`src/rtl/ubr_operand_stage_if.sv`:
```
`default_nettype none
// ============================================================================
//  Module   : ubr_operand_stage_if
//  Purpose  : Bundles the instruction, memory-read, operand, result and
//             memory-write signals of the UBR operand stage.
//  Modports : slave  - the operand stage itself
//             master - the environment (decoder, memory, compute unit)
//  Revision : 1.0 - initial release
// ============================================================================
interface ubr_operand_stage_if #(
    parameter int ROW_W  = 64,
    parameter int ADDR_W = 8
) ();
    logic                  instr_valid;
    logic                  instr_ready;
    logic [4:0]            ubr_flags;
    logic [5*ADDR_W-1:0]   op_addr;
    logic                  mem_rd_req;
    logic [ADDR_W-1:0]     mem_rd_addr;
    logic                  mem_rd_valid;
    logic [ROW_W-1:0]      mem_rd_data;
    logic                  opnd_valid;
    logic                  opnd_ready;
    logic [ROW_W-1:0]      opnd_src1;
    logic [ROW_W-1:0]      opnd_src2;
    logic [ROW_W-1:0]      opnd_iw1;
    logic [ROW_W-1:0]      opnd_iw2;
    logic                  res_valid;
    logic [ROW_W-1:0]      res_data;
    logic                  mem_wr_en;
    logic [ADDR_W-1:0]     mem_wr_addr;
    logic [ROW_W-1:0]      mem_wr_data;
    logic                  done;

    modport slave (
        input  instr_valid, ubr_flags, op_addr, mem_rd_valid, mem_rd_data,
               opnd_ready, res_valid, res_data,
        output instr_ready, mem_rd_req, mem_rd_addr, opnd_valid,
               opnd_src1, opnd_src2, opnd_iw1, opnd_iw2,
               mem_wr_en, mem_wr_addr, mem_wr_data, done
    );

    modport master (
        output instr_valid, ubr_flags, op_addr, mem_rd_valid, mem_rd_data,
               opnd_ready, res_valid, res_data,
        input  instr_ready, mem_rd_req, mem_rd_addr, opnd_valid,
               opnd_src1, opnd_src2, opnd_iw1, opnd_iw2,
               mem_wr_en, mem_wr_addr, mem_wr_data, done
    );
endinterface
`default_nettype wire

```
`src/rtl/ubr_operand_stage.sv`:
```
`default_nettype none
// ============================================================================
//  Module   : ubr_operand_stage
//  Purpose  : Sources the four operand rows of an instruction either from
//             their use-buffer registers or from crossbar row reads, hands
//             them to the compute unit, then stores the result in the dest
//             buffer and optionally writes it back to memory.
//  Ports    : clk   - rising-edge clock
//             rst_n - asynchronous active-low reset
//             bus   - ubr_operand_stage_if.slave (instruction accept,
//                     memory read, operand handshake, result, memory write,
//                     done pulse)
//  Revision : 1.0 - initial release
// ============================================================================
module ubr_operand_stage #(
    parameter int ROW_W  = 64,
    parameter int ADDR_W = 8
) (
    input  wire logic             clk,
    input  wire logic             rst_n,
    ubr_operand_stage_if.slave    bus
);

    // Slot numbering follows the flag/address packing: 0=dest, 1=src1,
    // 2=src2, 3=iw1, 4=iw2.
    localparam int c_NUM_SLOTS = 5;

    typedef enum logic [2:0] {
        ST_IDLE     = 3'd0,
        ST_FETCH    = 3'd1,
        ST_ISSUE    = 3'd2,
        ST_WAIT_RES = 3'd3,
        ST_WB       = 3'd4
    } state_t;

    state_t             r_state;
    state_t             w_state_nx;
    logic [4:0]         r_flags;
    logic [ADDR_W-1:0]  r_addr [c_NUM_SLOTS];
    logic [ROW_W-1:0]   r_buf  [c_NUM_SLOTS];
    logic [1:0]         r_ptr;      // 0..3 walks src1..iw2
    logic               r_rd_done;  // read data captured, slot retires next cycle
    logic               r_done;

    logic [2:0]         w_slot;
    logic               w_accept;
    logic               w_rd_req;
    logic               w_rd_hit;
    logic               w_adv;
    logic               w_res_hit;
    logic               w_done_nx;

    assign w_slot = {1'b0, r_ptr} + 3'd1;

    always_comb begin
        w_state_nx = r_state;
        w_accept   = 1'b0;
        w_rd_req   = 1'b0;
        w_adv      = 1'b0;
        w_res_hit  = 1'b0;
        w_done_nx  = 1'b0;
        case (r_state)
            ST_IDLE: begin
                if (bus.instr_valid) begin
                    w_accept   = 1'b1;
                    w_state_nx = ST_FETCH;
                end
            end
            ST_FETCH: begin
                // A buffered slot costs one cycle; a read slot holds the
                // request until data arrives, then spends one more cycle
                // with the request dropped before moving on.
                if (r_flags[w_slot] || r_rd_done) begin
                    w_adv = 1'b1;
                end else begin
                    w_rd_req = 1'b1;
                end
                if (w_adv && (r_ptr == 2'd3)) begin
                    w_state_nx = ST_ISSUE;
                end
            end
            ST_ISSUE: begin
                if (bus.opnd_ready) begin
                    w_state_nx = ST_WAIT_RES;
                end
            end
            ST_WAIT_RES: begin
                if (bus.res_valid) begin
                    w_res_hit = 1'b1;
                    if (r_flags[0]) begin
                        w_state_nx = ST_IDLE;
                        w_done_nx  = 1'b1;
                    end else begin
                        w_state_nx = ST_WB;
                    end
                end
            end
            ST_WB: begin
                w_state_nx = ST_IDLE;
                w_done_nx  = 1'b1;
            end
            default: begin
                w_state_nx = ST_IDLE;
            end
        endcase
    end

    // Read data is only taken while a request is actually outstanding.
    assign w_rd_hit = w_rd_req && bus.mem_rd_valid;

    always_ff @(posedge clk or negedge rst_n) begin
        if (!rst_n) begin
            r_state   <= ST_IDLE;
            r_flags   <= '0;
            r_ptr     <= '0;
            r_rd_done <= 1'b0;
            r_done    <= 1'b0;
            for (int i = 0; i < c_NUM_SLOTS; i++) begin
                r_addr[i] <= '0;
                r_buf[i]  <= '0;
            end
        end else begin
            r_state <= w_state_nx;
            r_done  <= w_done_nx;
            if (w_accept) begin
                r_flags   <= bus.ubr_flags;
                r_ptr     <= '0;
                r_rd_done <= 1'b0;
                for (int i = 0; i < c_NUM_SLOTS; i++) begin
                    r_addr[i] <= bus.op_addr[i*ADDR_W +: ADDR_W];
                end
            end
            if (w_rd_hit) begin
                r_buf[w_slot] <= bus.mem_rd_data;
                r_rd_done     <= 1'b1;
            end
            if (w_adv) begin
                r_ptr     <= r_ptr + 2'd1;
                r_rd_done <= 1'b0;
            end
            if (w_res_hit) begin
                r_buf[0] <= bus.res_data;
            end
        end
    end

    assign bus.instr_ready = (r_state == ST_IDLE);
    assign bus.mem_rd_req  = w_rd_req;
    assign bus.mem_rd_addr = w_rd_req ? r_addr[w_slot] : '0;
    assign bus.opnd_valid  = (r_state == ST_ISSUE);
    assign bus.opnd_src1   = r_buf[1];
    assign bus.opnd_src2   = r_buf[2];
    assign bus.opnd_iw1    = r_buf[3];
    assign bus.opnd_iw2    = r_buf[4];
    assign bus.mem_wr_en   = (r_state == ST_WB);
    assign bus.mem_wr_addr = (r_state == ST_WB) ? r_addr[0] : '0;
    assign bus.mem_wr_data = (r_state == ST_WB) ? r_buf[0]  : '0;
    assign bus.done        = r_done;

endmodule
`default_nettype wire

```
`src/flat_wrapper.sv`:
```
// flat-port wrapper written by rule: the top's interface ports become plain ports
module ubr_operand_stage_flat 
#(
    parameter int ROW_W  = 64,
    parameter int ADDR_W = 8
)
  (clk, rst_n, bus_instr_valid, bus_ubr_flags, bus_op_addr, bus_mem_rd_valid, bus_mem_rd_data, bus_opnd_ready, bus_res_valid, bus_res_data, bus_instr_ready, bus_mem_rd_req, bus_mem_rd_addr, bus_opnd_valid, bus_opnd_src1, bus_opnd_src2, bus_opnd_iw1, bus_opnd_iw2, bus_mem_wr_en, bus_mem_wr_addr, bus_mem_wr_data, bus_done);
  ubr_operand_stage_if #(.ROW_W(ROW_W), .ADDR_W(ADDR_W)) bus_i ();
  input  wire logic clk;
  input  wire logic rst_n;
  input wire logic [$bits(bus_i.instr_valid)-1:0] bus_instr_valid;
  input wire logic [$bits(bus_i.ubr_flags)-1:0] bus_ubr_flags;
  input wire logic [$bits(bus_i.op_addr)-1:0] bus_op_addr;
  input wire logic [$bits(bus_i.mem_rd_valid)-1:0] bus_mem_rd_valid;
  input wire logic [$bits(bus_i.mem_rd_data)-1:0] bus_mem_rd_data;
  input wire logic [$bits(bus_i.opnd_ready)-1:0] bus_opnd_ready;
  input wire logic [$bits(bus_i.res_valid)-1:0] bus_res_valid;
  input wire logic [$bits(bus_i.res_data)-1:0] bus_res_data;
  output wire logic [$bits(bus_i.instr_ready)-1:0] bus_instr_ready;
  output wire logic [$bits(bus_i.mem_rd_req)-1:0] bus_mem_rd_req;
  output wire logic [$bits(bus_i.mem_rd_addr)-1:0] bus_mem_rd_addr;
  output wire logic [$bits(bus_i.opnd_valid)-1:0] bus_opnd_valid;
  output wire logic [$bits(bus_i.opnd_src1)-1:0] bus_opnd_src1;
  output wire logic [$bits(bus_i.opnd_src2)-1:0] bus_opnd_src2;
  output wire logic [$bits(bus_i.opnd_iw1)-1:0] bus_opnd_iw1;
  output wire logic [$bits(bus_i.opnd_iw2)-1:0] bus_opnd_iw2;
  output wire logic [$bits(bus_i.mem_wr_en)-1:0] bus_mem_wr_en;
  output wire logic [$bits(bus_i.mem_wr_addr)-1:0] bus_mem_wr_addr;
  output wire logic [$bits(bus_i.mem_wr_data)-1:0] bus_mem_wr_data;
  output wire logic [$bits(bus_i.done)-1:0] bus_done;
  assign bus_i.instr_valid = bus_instr_valid;
  assign bus_i.ubr_flags = bus_ubr_flags;
  assign bus_i.op_addr = bus_op_addr;
  assign bus_i.mem_rd_valid = bus_mem_rd_valid;
  assign bus_i.mem_rd_data = bus_mem_rd_data;
  assign bus_i.opnd_ready = bus_opnd_ready;
  assign bus_i.res_valid = bus_res_valid;
  assign bus_i.res_data = bus_res_data;
  assign bus_instr_ready = bus_i.instr_ready;
  assign bus_mem_rd_req = bus_i.mem_rd_req;
  assign bus_mem_rd_addr = bus_i.mem_rd_addr;
  assign bus_opnd_valid = bus_i.opnd_valid;
  assign bus_opnd_src1 = bus_i.opnd_src1;
  assign bus_opnd_src2 = bus_i.opnd_src2;
  assign bus_opnd_iw1 = bus_i.opnd_iw1;
  assign bus_opnd_iw2 = bus_i.opnd_iw2;
  assign bus_mem_wr_en = bus_i.mem_wr_en;
  assign bus_mem_wr_addr = bus_i.mem_wr_addr;
  assign bus_mem_wr_data = bus_i.mem_wr_data;
  assign bus_done = bus_i.done;
  ubr_operand_stage #(.ROW_W(ROW_W), .ADDR_W(ADDR_W)) u_core (.clk(clk), .rst_n(rst_n), .bus(bus_i));
endmodule
```
`config.mk`:
```
export PLATFORM = sky130hd
export DESIGN_NAME = ubr_operand_stage_flat
export DESIGN_NICKNAME = d
export VERILOG_FILES = /design/src/rtl/ubr_operand_stage_if.sv /design/src/rtl/ubr_operand_stage.sv /design/src/flat_wrapper.sv
export SDC_FILE = /design/constraint.sdc
export NUM_CORES = 1
export LEC_CHECK = 0
export CORE_AREA = 2 2 204 206
export CTS_CLUSTER_DIAMETER = 150
export DETAILED_ROUTE_END_ITERATION = 7
export DIE_AREA = 0 0 206 208
export PLACE_DENSITY = 0.77
export SYNTH_ARGS = -nofsm -noshare
export SYNTH_HDL_FRONTEND = slang
export SYNTH_SLANG_ARGS = --single-unit
```
`constraint.sdc`:
```
create_clock -name clk -period 3.75 [get_ports clk]
set_input_delay 0.5625 -clock clk [delete_from_list [all_inputs] [get_ports clk]]
set_output_delay 0.5625 -clock clk [all_outputs]
set_load 0.05 [all_outputs]
```
==> summary.md, run 1 <==
| Metric | Value |
|---|---|
| GR Util met3 | `0.05717` |
| Inst Count DP | `2357` |
| Peak Freq | `294.2 MHz` |
| Gpl congestion | `0.8170` |
| Worst-Skew Late Latency | `0.55 ns` |
| Switch Pwr | `0.01163 W` |
| Placed Area | `22170 sq um` |
| Sw frac | `0.4657` |
| Cts repair resizes | `0` |
| Hold buffer count at CTS | `0` |
| Pint | `0.01334 W` |
| Die area | `42850 sq um` |
| Num rows | `74` |
| Initial antenna violation count | `2` |
| Post-synthesis sequential area ratio | `0.5037` |
| Cell Area, Synth | `18480 sq um` |
| TritonCTS clock tree | `built` |
| Num ports | `520` |
| Final wirelength | `53070 um` |
| Ys flop type | `dfrtp_1` |
| Initial Util | `0.4557` |
| Fraction of layout cells with a size suffix above 1 | `0.1582` |
| H-tree lvl count | `2` |
| P&R area growth vs syn | `26.42%` |
| CP Cell Sequence | `nor3b_2 > buf_4 > and2_1 > clkdlybuf4s50_1` |
| Pin count of the biggest net entering global routing | `102` |
| Synth cell types | `between 40 and 50` |
| Peak supply drop | `0.6966 mV` |
| Ys async rst share | `1.000` |
| GR Util All Layers | `0.2458` |
| Reg power frac | `0.286` |
| Core area | `40550 sq um` |
| Final Hold Fails | `0` |
| Via-per-instance ratio | `5.266` |
| Synth Net Count | `about 1800` |
| Clk pin slew, worst setup/hold paths | `0.06 ns` |
| Final Setup Violations | `0` |
| Critical path capture point type | `primary output` |
| Clk sinks | `372` |
| DR iter-0 viols | `752` |
| Congestion Overflow GR | `0` |
| Hold_ws | `just over 0.08 ns` |
| First-pass GRT wire length | `between 80000 and 90000 um` |
| Setup_tns | `0 ns` |
| Clock power frac | `0.148` |
| Vias in the first global route | `13280` |
| Top Family by Delay on Critical Path | `buffers and inverters` |
| Post-Synthesis Mean Instance Area | `11.32 sq um` |
| Drt wl/cell | `21.91 um` |
| Worst min-delay path category | `in2async` |
| Number of buffers created by CTS | `39` |
| Clk Tree Root Cell | `clkbuf_16` |
| Number of max-cap violations | `0` |
| RSZ-0062 raised after global routing | `no` |
| Worst setup SP type | `flop` |
| Relative slew slack | `0.2673` |
| WS Path Type | `reg2out` |
| Slowest stage cell, crit path | `clkdlybuf4s50_1` |
| Drc violations | `0` |
| EDFF count, synth | `0` |
| Cell count after synthesis | `1633` |
| Buffers on Ports | `519` |
| GR Layer Usage met2 | `0.4093` |
| Final Cell Area | `~23000 sq um` |
| Comb power frac | `0.566` |
| Slew @ Worst Pin | `1.099 ns` |
| Post CTS Setup Buffer Count | `0` |
| Power per cell area | `1069 nW/um^2` |
| Final std cells w/o fill | `2422` |
| Max-slew violations | `0` |
| GR peak layer | `met2` |
| Global routing met1 resource utilization | `0.3130` |
| Worst path max stage delay | `just over 0.8 ns` |
| Status | `finished clean` |
| Fin crit period | `approximately 3.4 ns` |
| Post-DP HPWL | `36340 um` |
| Arr. time, crit path | `2.84 ns` |
| Die W | `206 um` |
| Worst-path maximum fanout | `40` |
| # nets final | `2049` |
| Router iterations before antenna repair | `5` |
| LEAKAGE | `10.22 nW` |
| Number of diodes | `0` |
| Routed vias | `~13000` |
| Clock Path Buffers | `3` |
| Critical path buffers and inverters | `2` |
| Detail Route Antenna Nets | `0` |
| Synth warn | `0` |
| Final period util | `0.9064` |
| Die height | `~210 um` |
| Crit path required time | `3.19 ns` |
| Yosys reg bits | `372` |
| Clock Skew | `0.01350 ns` |
==> cells in the final DEF, fill, tap and decap left out, types with 2 or more instances in the layout <==
master / netlist / final
and2_1: 73 / 73
clkinvlp_4: 0 / 2
clkbuf_1: 64 / 12
mux4_2: 6 / 6
clkinv_2: 0 / 3
nor2_1: 77 / 75
mux4_1: 2 / 2
o21ai_0: 56 / 56
o31a_1: 35 / 35
nor4_4: 3 / 3
mux2_4: 60 / 60
nor2b_1: 9 / 9
nand2_1: 175 / 174
mux2_2: 121 / 121
inv_1: 38 / 38
o21ai_1: 10 / 10
a21oi_1: 74 / 74
clkbuf_16: 0 / 41
buf_12: 6 / 15
or3b_2: 1 / 2
mux2i_1: 3 / 3
nand3_1: 2 / 2
clkdlybuf4s50_1: 0 / 508
dfrtp_1: 372 / 372
buf_4: 257 / 26
a31oi_1: 29 / 29
clkbuf_8: 0 / 7
nor2_4: 0 / 2
nor3_1: 30 / 30
nand2b_1: 2 / 2
or4_4: 2 / 2
a211oi_1: 2 / 2
mux2_1: 75 / 75
ha_1: 4 / 4
==> flip-flops by register name, summed over array words and instances, names as in the netlist <==
name                  flops
u_core.r_addr            40
u_core.r_flags            5
u_core.r_rd_done          1
u_core.r_buf             64
u_core.bus.opnd_src2     64
u_core.r_state            3
u_core.bus.opnd_src1     64
u_core.bus.done           1
u_core.bus.opnd_iw2      64
u_core.r_ptr              2
u_core.bus.opnd_iw1      64
==> cell families (layout without fill, tap and decap cells) <==
family	after synthesis	after routing	synth area share
adders and majority gates	4	4	0.002708
and+or+nand+nor	381	381	0.09647
DFF	372	372	0.5037
buffers and inverters	397	654	0.1491
muxes	267	267	0.1799
AOI/OAI and AO/OA	212	212	0.06804
==> power groups by stage <==
stage / registers (W) / logic [W] / clock network (W)
6_report: 0.00715 / 0.0141 / 0.00370
5_1_grt: 0.00737 / 0.0147 / 0.00394
4_1_cts: 0.00714 / 0.0142 / 0.00378
3_5_place_dp: 0.00718 / 0.0141 / 0
3_3_place_gp: 0.00707 / 0.0139 / 0
2_1_floorplan: 0.00676 / 0.0117 / 0
==> worst paths after layout <==
check	slack (ns)	cells past startpoint	from	endpoint
worst max-delay path	0.35	4	u_core.r_state[1]$_DFFE_PN0P_	bus_mem_wr_data[61]
worst min-delay path	0.08	1	rst_n	u_core.bus.opnd_iw1[0]$_DFFE_PN0P_
worst max register to register	0.62	6	u_core.r_ptr[1]$_DFFE_PN0P_	u_core.bus.opnd_iw2[38]$_DFFE_PN0P_
worst min register to register	0.47	2	u_core.r_addr[15]$_DFFE_PN0P_	u_core.r_addr[15]$_DFFE_PN0P_
max in group asynchronous	2.58	3	rst_n	u_core.bus.opnd_iw1[63]$_DFFE_PN0P_
min in group clk	0.47	2	u_core.r_addr[15]$_DFFE_PN0P_	u_core.r_addr[15]$_DFFE_PN0P_
==> synthesized netlist by cell type (2+ instances only) <==
master / count / area, sq um
dfrtp_1: 372 / 9309
buf_4: 257 / 1929
nand2_1: 175 / 656.9
mux2_2: 121 / 1363
nor2_1: 77 / 289.0
mux2_1: 75 / 844.6
a21oi_1: 74 / 370.4
and2_1: 73 / 456.7
clkbuf_1: 64 / 240.2
mux2_4: 60 / 900.9
o21ai_0: 56 / 280.3
inv_1: 38 / 142.6
o31a_1: 35 / 306.5
nor3_1: 30 / 150.1
a31oi_1: 29 / 181.4
buf_6: 27 / 304.0
o21ai_1: 10 / 50.05
nor2b_1: 9 / 56.30
buf_12: 6 / 120.1
mux4_2: 6 / 135.1
buf_1: 4 / 15.01
ha_1: 4 / 50.05
mux2i_1: 3 / 30.03
nor4_4: 3 / 63.81
a211oi_1: 2 / 15.01
mux4_1: 2 / 52.55
nand2b_1: 2 / 12.51
nand3_1: 2 / 10.01
nor3b_1: 2 / 15.01
or2_2: 2 / 12.51
or4_4: 2 / 22.52
==> per-stage QoR <==
stage | total power [W] | util | setup WS [ns]
2_1_floorplan | 0.01844 | - | 0.4736
3_3_place_gp | 0.02098 | 0.5466 | 0.7462
3_5_place_dp | 0.02133 | 0.5466 | 0.6681
4_1_cts | 0.02512 | 0.5761 | 0.3097
5_1_grt | 0.02605 | 0.5761 | 0.1940
6_report | 0.02497 | 0.5761 | 0.3508
==> area by class of cell <==
class / instances / area, sq um
Fill cell: 3291 / 17190
Sequential cell: 372 / 9309
Multi-Input combinational cell: 864 / 6450
Timing Repair Buffer: 551 / 5600
Clock buffer: 60 / 1167
Tap cell: 532 / 665.6
Inverter: 38 / 142.6
Clock inverter: 5 / 30.03
==> worst register-to-register path: cells and delay by family (launching register included) <==
| family | cells | cell delay [ns] |
|---|---|---|
| and+or+nand+nor | 3 | 1.09 |
| buffers and inverters | 1 | 0.56 |
| muxes | 1 | 0.48 |
| adders and majority gates | 1 | 0.47 |
| DFF | 1 | 0.41 |
==> per-layer routing <==
layer | vias to the layer above | share of wire
met5 | - | 0.00057
met3 | 92 | 0.076
met2 | 542 | 0.49
met4 | 4 | 0.028
li1 | 5671 | -
met1 | 6445 | 0.41
Power figures use the tool's default switching activity.
==> inputs of run 2 (changes only) <==
--- a/config.mk
+++ b/config.mk
@@ -5,11 +5,12 @@
 export SDC_FILE = /design/constraint.sdc
 export NUM_CORES = 1
 export LEC_CHECK = 0
-export CORE_AREA = 2 2 204 206
+export CORE_MARGIN = 2
+export CORE_UTILIZATION = 45
 export CTS_CLUSTER_DIAMETER = 150
+export CTS_CLUSTER_SIZE = 12
 export DETAILED_ROUTE_END_ITERATION = 7
-export DIE_AREA = 0 0 206 208
-export PLACE_DENSITY = 0.77
+export PLACE_DENSITY_LB_ADDON = 0.05
 export SYNTH_ARGS = -nofsm -noshare
 export SYNTH_HDL_FRONTEND = slang
 export SYNTH_SLANG_ARGS = --single-unit
==> summary.md, run 2 (synthesis gave the netlist of run 1 again) <==
| Metric | Value |
|---|---|
| Fin crit period | `3.427 ns (was 3.399 ns)` |
| Fill cell count | `3547 (was 3291)` |
| Final Cell Area | `23090 sq um (was 23360 sq um)` |
| Post-DP HPWL | `36980 um (was 36340 um)` |
| Num rows | `74 (unchanged)` |
| Peak supply drop | `0.6781 mV (was 0.6966 mV)` |
| TritonCTS clock tree | `built (unchanged)` |
| Reg-to-reg startpoint | `u_core.r_ptr[0]$_DFFE_PN0P_ (was u_core.r_ptr[1]$_DFFE_PN0P_)` |
| Num ports | `520 (unchanged)` |
| Max-slew violations | `0 (unchanged)` |
| Vias in the first global route | `12580 (was 13280)` |
| Drc violations | `0 (unchanged)` |
| Worst reg2reg path depth | `7 (was 6)` |
| Clock Skew | `0.01828 ns (was 0.01350 ns)` |
| Cts repair resizes | `0 (unchanged)` |
| Clk pin slew, worst setup/hold paths | `0.06 ns (about the same)` |
| Final Setup Violations | `0 (unchanged)` |
| Router iterations before antenna repair | `5 (unchanged)` |
| Number of buffers created by CTS | `36 (was 39)` |
| Final wirelength | `53080 um (was 53070 um)` |
| Final Hold Fails | `0 (unchanged)` |
| Worst path max stage delay | `0.54 ns (was 0.83 ns)` |
| Arr. time, crit path | `2.86 ns (was 2.84 ns)` |
| Internal reg-to-reg setup slack | `0.46 ns (was 0.62 ns)` |
| H-tree lvl count | `2 (unchanged)` |
| Worst-path maximum fanout | `18 (was 40)` |
| P&R area growth vs syn | `24.91% (was 26.42%)` |
| Power per cell area | `1058 nW/um^2 (was 1069 nW/um^2)` |
| DR iter-0 viols | `667 (was 752)` |
| Clk Tree Root Cell | `clkbuf_16 (unchanged)` |
| # nets final | `2042 (was 2049)` |
| Detail Route Antenna Nets | `0 (unchanged)` |
| Post CTS Setup Buffer Count | `0 (unchanged)` |
| Clk sinks | `372 (unchanged)` |
| Die area | `42710 sq um (was 42850 sq um)` |
| Clock Path Buffers | `3 (unchanged)` |
| Worst setup SP type | `flop (unchanged)` |
| Hold buffer count at CTS | `0 (unchanged)` |
| LEAKAGE | `10.08 nW (was 10.22 nW)` |
| Placed Area | `22150 sq um (was 22170 sq um)` |
| Fraction of layout cells with a size suffix above 1 | `0.1502 (was 0.1582)` |
| Buffers on Ports | `519 (unchanged)` |
| Number of max-cap violations | `0 (unchanged)` |
| Most frequent cells in the layout | `clkdlybuf4s50_1 (508), dfrtp_1 (372), nand2_1 (174) (unchanged)` |
| Core area | `40650 sq um (was 40550 sq um)` |
| Crit path required time | `3.19 ns (about the same)` |
| Routed vias | `12330 (was 12750)` |
| Slew @ Worst Pin | `1.102 ns (was 1.099 ns)` |
| Relative slew slack | `0.2653 (was 0.2673)` |
| Worst min-delay path category | `in2async (unchanged)` |
| CP startpoint | `u_core.r_ptr[0]$_DFFE_PN0P_ (was u_core.r_state[1]$_DFFE_PN0P_)` |
| Initial Util | `0.4547 (was 0.4557)` |
| CP Cell Sequence | `buf_4 > mux2i_1 > o22a_2 > nand3_1 > nor2_1 > buf_12 (was nor3b_2 > buf_4 > and2_1 > clkdlybuf4s50_1)` |
| Critical path capture point type | `primary output (unchanged)` |
| Worst r2r dst | `u_core.bus.opnd_iw2[38]$_DFFE_PN0P_ (unchanged)` |
| Post-Route Utilization | `0.5680 (was 0.5761)` |
| Pin count of the biggest net entering global routing | `100 (was 102)` |
| Setup_tns | `0 ns (unchanged)` |
| Initial antenna violation count | `10 (was 2)` |
| First-pass GRT wire length | `79020 um (was 80850 um)` |
| WS Path Type | `reg2out (unchanged)` |
| Die height | `206.7 um (was 208 um)` |
| Final period util | `0.9139 (was 0.9064)` |
| Via-per-instance ratio | `5.152 (was 5.266)` |
| Slowest stage cell, crit path | `mux2i_1 (was clkdlybuf4s50_1)` |
| RSZ-0062 raised after global routing | `no (unchanged)` |
| Worst-Skew Late Latency | `0.55 ns (about the same)` |
| GR Util All Layers | `0.2463 (was 0.2458)` |
| Die W | `206.7 um (was 206 um)` |
| Gpl congestion | `0.7953 (was 0.8170)` |
| Congestion Overflow GR | `0 (unchanged)` |
| Status | `finished clean (unchanged)` |
| Drt wl/cell | `22.17 um (was 21.91 um)` |
| Peak Freq | `291.8 MHz (was 294.2 MHz)` |
| Most common cell after layout, fill and taps aside | `clkdlybuf4s50_1 (unchanged)` |
## run 2: area by class of cell
cell class	count	area [sq um]	share of cell area
sequential	372	9309	0.4032
multi-input combinational	864	6450	0.2794
timing repair buffer	547	5583	0.2418
clock buffer	37	925.9	0.04011
tap	532	665.6	0.02883
inverter	38	142.6	0.006179
antenna	4	10.01	0.0004336
## run 2: worst max-delay path by stage
stage,end,cells past startpoint
global route,bus_mem_rd_addr[1],6
floorplan,bus_mem_rd_addr[2],9
CTS,bus_mem_rd_addr[1],8
detailed placement,u_core.bus.opnd_iw2[39]$_DFFE_PN0P_,7
finish,bus_mem_rd_addr[1],6
global placement,u_core.bus.opnd_iw2[38]$_DFFE_PN0P_,7
## run 2: routing by layer
metal	vias up	wire length, um	track usage
met5	-	69	0
met4	10	1752	0.08444
met3	93	4434	0.07614
met2	414	25100	0.4009
met1	6179	21720	0.3117
li1	5638	-	-
## run 2: report_power, final
part           internal, W  switching [W]
clock              0.00174        0.00147
combinational      0.00516        0.00897
sequential         0.00603        0.00106
total               0.0129         0.0115
## run 2: critical path: cells and delay by family (launching register included)
kind / cells / cell delay [ns]
AO/OA/AOI/OAI: 1 / 0.23
buffers and inverters: 2 / 0.47
flip-flops: 1 / 0.34
multiplexers: 1 / 0.54
AND/OR/NAND/NOR: 2 / 0.72
## run 2: per-stage QoR
step	worst slack [ns]	std cells	hold slack, ns	total power (W)
5_1_grt	0.2203	2394	0.05023	0.02564
3_5_place_dp	0.4627	2353	0.4586	0.02138
3_3_place_gp	0.5920	2353	0.4517	0.02117
4_1_cts	0.3562	2390	0.02147	0.02465
2_1_floorplan	0.4736	1633	0.2669	0.01844
6_report	0.3227	2394	0.01959	0.02443
==> inputs of run 3 (changes only) <==
--- a/config.mk
+++ b/config.mk
@@ -5,6 +5,7 @@
 export SDC_FILE = /design/constraint.sdc
 export NUM_CORES = 1
 export LEC_CHECK = 0
+export CORE_ASPECT_RATIO = 1.25
 export CORE_MARGIN = 2
 export CORE_UTILIZATION = 45
 export CTS_CLUSTER_DIAMETER = 150
==> summary.md, run 3 (synthesis gave the netlist of run 1 again) <==
| Metric | Value |
|---|---|
| Detail Route Antenna Nets | `0 (unchanged)` |
| GR peak layer | `met2 (unchanged)` |
| Final Setup Violations | `0 (unchanged)` |
| WS Path Type | `reg2out (unchanged)` |
| Pin count of the biggest net entering global routing | `101 (was 100)` |
| Status | `finished clean (unchanged)` |
| Post-Route Utilization | `0.5672 (was 0.5680)` |
| Reg-to-reg startpoint | `u_core.r_ptr[0]$_DFFE_PN0P_ (unchanged)` |
| Worst setup SP type | `flop (unchanged)` |
| Clk pin slew, worst setup/hold paths | `0.06 ns (about the same)` |
| Most common cell after layout, fill and taps aside | `clkdlybuf4s50_1 (unchanged)` |
| Hold buffer count at CTS | `0 (unchanged)` |
| Slew @ Worst Pin | `1.126 ns (was 1.102 ns)` |
| Num rows | `83 (was 74)` |
| Global routing met1 resource utilization | `0.2980 (was 0.3117)` |
| Post CTS Setup Buffer Count | `0 (unchanged)` |
| Internal reg-to-reg setup slack | `0.50 ns (was 0.46 ns)` |
| Clk Tree Root Cell | `clkbuf_16 (unchanged)` |
| Power per cell area | `1051 nW/um^2 (was 1058 nW/um^2)` |
| Crit path required time | `3.19 ns (about the same)` |
| Worst-Skew Late Latency | `0.52 ns (was 0.55 ns)` |
| Final wirelength | `53050 um (was 53080 um)` |
| GR Layer Usage met2 | `0.4178 (was 0.4009)` |
| LEAKAGE | `10.10 nW (was 10.08 nW)` |
| Cts repair resizes | `0 (unchanged)` |
| Max-slew violations | `0 (unchanged)` |
| Most frequent cells in the layout | `clkdlybuf4s50_1 (508), dfrtp_1 (372), nand2_1 (174) (unchanged)` |
| Inst Count DP | `2375 (was 2353)` |
| CP startpoint | `u_core.r_state[1]$_DFFE_PN0P_ (was u_core.r_ptr[0]$_DFFE_PN0P_)` |
| Post-DP HPWL | `36180 um (was 36980 um)` |
| Worst r2r dst | `u_core.bus.opnd_iw2[28]$_DFFE_PN0P_ (was u_core.bus.opnd_iw2[38]$_DFFE_PN0P_)` |
| Reg power frac | `0.290 (about the same)` |
| CP Capture Point | `bus_mem_wr_data[39] (was bus_mem_rd_addr[1])` |
| P&R area growth vs syn | `25.27% (was 24.91%)` |
| RSZ-0062 raised after global routing | `no (unchanged)` |
| Router iterations before antenna repair | `5 (unchanged)` |
| Buffers on Ports | `519 (unchanged)` |
| Die height | `230.6 um (was 206.7 um)` |
| Drt wl/cell | `21.96 um (was 22.17 um)` |
| Via-per-instance ratio | `5.106 (was 5.152)` |
| Setup_tns | `0 ns (unchanged)` |
| Clock power frac | `0.131 (about the same)` |
| Number of buffers created by CTS | `36 (unchanged)` |
| Congestion Overflow GR | `0 (unchanged)` |
| Clk sinks | `372 (unchanged)` |
| Routed vias | `12340 (was 12330)` |
| TritonCTS clock tree | `built (unchanged)` |
| Arr. time, crit path | `2.90 ns (was 2.86 ns)` |
| Worst-path maximum fanout | `53 (was 18)` |
| Fin crit period | `3.462 ns (was 3.427 ns)` |
| Critical path capture point type | `primary output (unchanged)` |
| Placed Area | `22220 sq um (was 22150 sq um)` |
| Drc violations | `0 (unchanged)` |
| Pint | `0.01293 W (about the same)` |
| Initial Util | `0.4528 (was 0.4547)` |
| Gpl congestion | `0.7782 (was 0.7953)` |
| Die area | `42720 sq um (was 42710 sq um)` |
| Final period util | `0.9231 (was 0.9139)` |
| Peak Freq | `288.9 MHz (was 291.8 MHz)` |
| Worst reg2reg path depth | `7 (unchanged)` |
| Worst min-delay path category | `in2async (unchanged)` |
| Number of max-cap violations | `0 (unchanged)` |
| Initial antenna violation count | `6 (was 10)` |
| Final std cells w/o fill | `2416 (was 2394)` |
| Vias in the first global route | `12710 (was 12580)` |
| # nets final | `2044 (was 2042)` |
| GR Util All Layers | `0.2462 (was 0.2463)` |
| H-tree lvl count | `2 (unchanged)` |
| Final Cell Area | `23150 sq um (was 23090 sq um)` |
| Sw frac | `0.4688 (was 0.4709)` |
| Core area | `40810 sq um (was 40650 sq um)` |
| Clock Skew | `0.01191 ns (was 0.01828 ns)` |
| Clock Path Buffers | `3 (unchanged)` |
| Fill cell count | `3573 (was 3547)` |
| GR Util met3 | `0.06988 (was 0.07614)` |
| Num ports | `520 (unchanged)` |
| Comb power frac | `0.579 (about the same)` |
| Peak supply drop | `0.5329 mV (was 0.6781 mV)` |
| Final Hold Fails | `0 (unchanged)` |
| Fraction of layout cells with a size suffix above 1 | `0.1511 (was 0.1502)` |
| DR iter-0 viols | `596 (was 667)` |
| Die W | `185.3 um (was 206.7 um)` |
| First-pass GRT wire length | `79970 um (was 79020 um)` |
| Relative slew slack | `0.2491 (was 0.2653)` |
| Switch Pwr | `0.01141 W (was 0.01150 W)` |
-- run 3: cell types whose count changed in the layout (fill, tap and decap cells not counted), sizes merged --
cell  before  now
buf       39   41
-- run 3: area by class of cell --
type | instances | area (sq um) | area share
clock buffer | 37 | 925.9 | 0.03999
antenna | 4 | 10.01 | 0.0004324
tap | 552 | 690.7 | 0.02983
inverter | 38 | 142.6 | 0.006161
multi-input combinational | 864 | 6450 | 0.2786
sequential | 372 | 9309 | 0.4021
timing repair buffer | 549 | 5623 | 0.2429
-- run 3: worst min-delay path by stage --
stage,to,depth (start not counted)
2_1_floorplan,u_core.bus.done$_DFF_PN0_,0
3_3_place_gp,u_core.r_addr[23]$_DFFE_PN0P_,2
3_5_place_dp,u_core.r_addr[31]$_DFFE_PN0P_,2
4_1_cts,u_core.bus.opnd_src1[8]$_DFFE_PN0P_,1
5_1_grt,u_core.bus.opnd_src1[8]$_DFFE_PN0P_,1
6_report,u_core.bus.opnd_src1[8]$_DFFE_PN0P_,1
-- run 3: power groups by stage --
stage | Combinational (W) | Clock (W) | Sequential, W
CTS | 0.0142 | 0.00329 | 0.00707
global route | 0.0148 | 0.00344 | 0.00731
floorplan | 0.0117 | 0 | 0.00676
global placement | 0.0141 | 0 | 0.00705
finish | 0.0141 | 0.00319 | 0.00706
detailed placement | 0.0142 | 0 | 0.00712
-- run 3: critical path, stage by stage, from the launching register on --
cell and delay (ns):
dfrtp_1 0.49, nor3b_2 0.25, buf_4 0.51, and2_1 0.21, clkdlybuf4s50_1 0.89
-- run 3: layer usage --
layer,routed length (um),vias to the layer above
li1,-,5652
met1,21020,6204
met2,26210,396
met3,4068,77
met4,1712,6
met5,34,-
-- run 3: through the flow --
stage / total power [W] / hold slack, ns / setup slack (ns)
floorplan: 0.01844 / 0.2669 / 0.4736
global placement: 0.02111 / 0.4496 / 0.5653
detailed placement: 0.02133 / 0.4593 / 0.4949
CTS: 0.02459 / 0.1357 / 0.2296
global route: 0.02551 / 0.1378 / 0.1355
finish: 0.02434 / 0.07861 / 0.2883
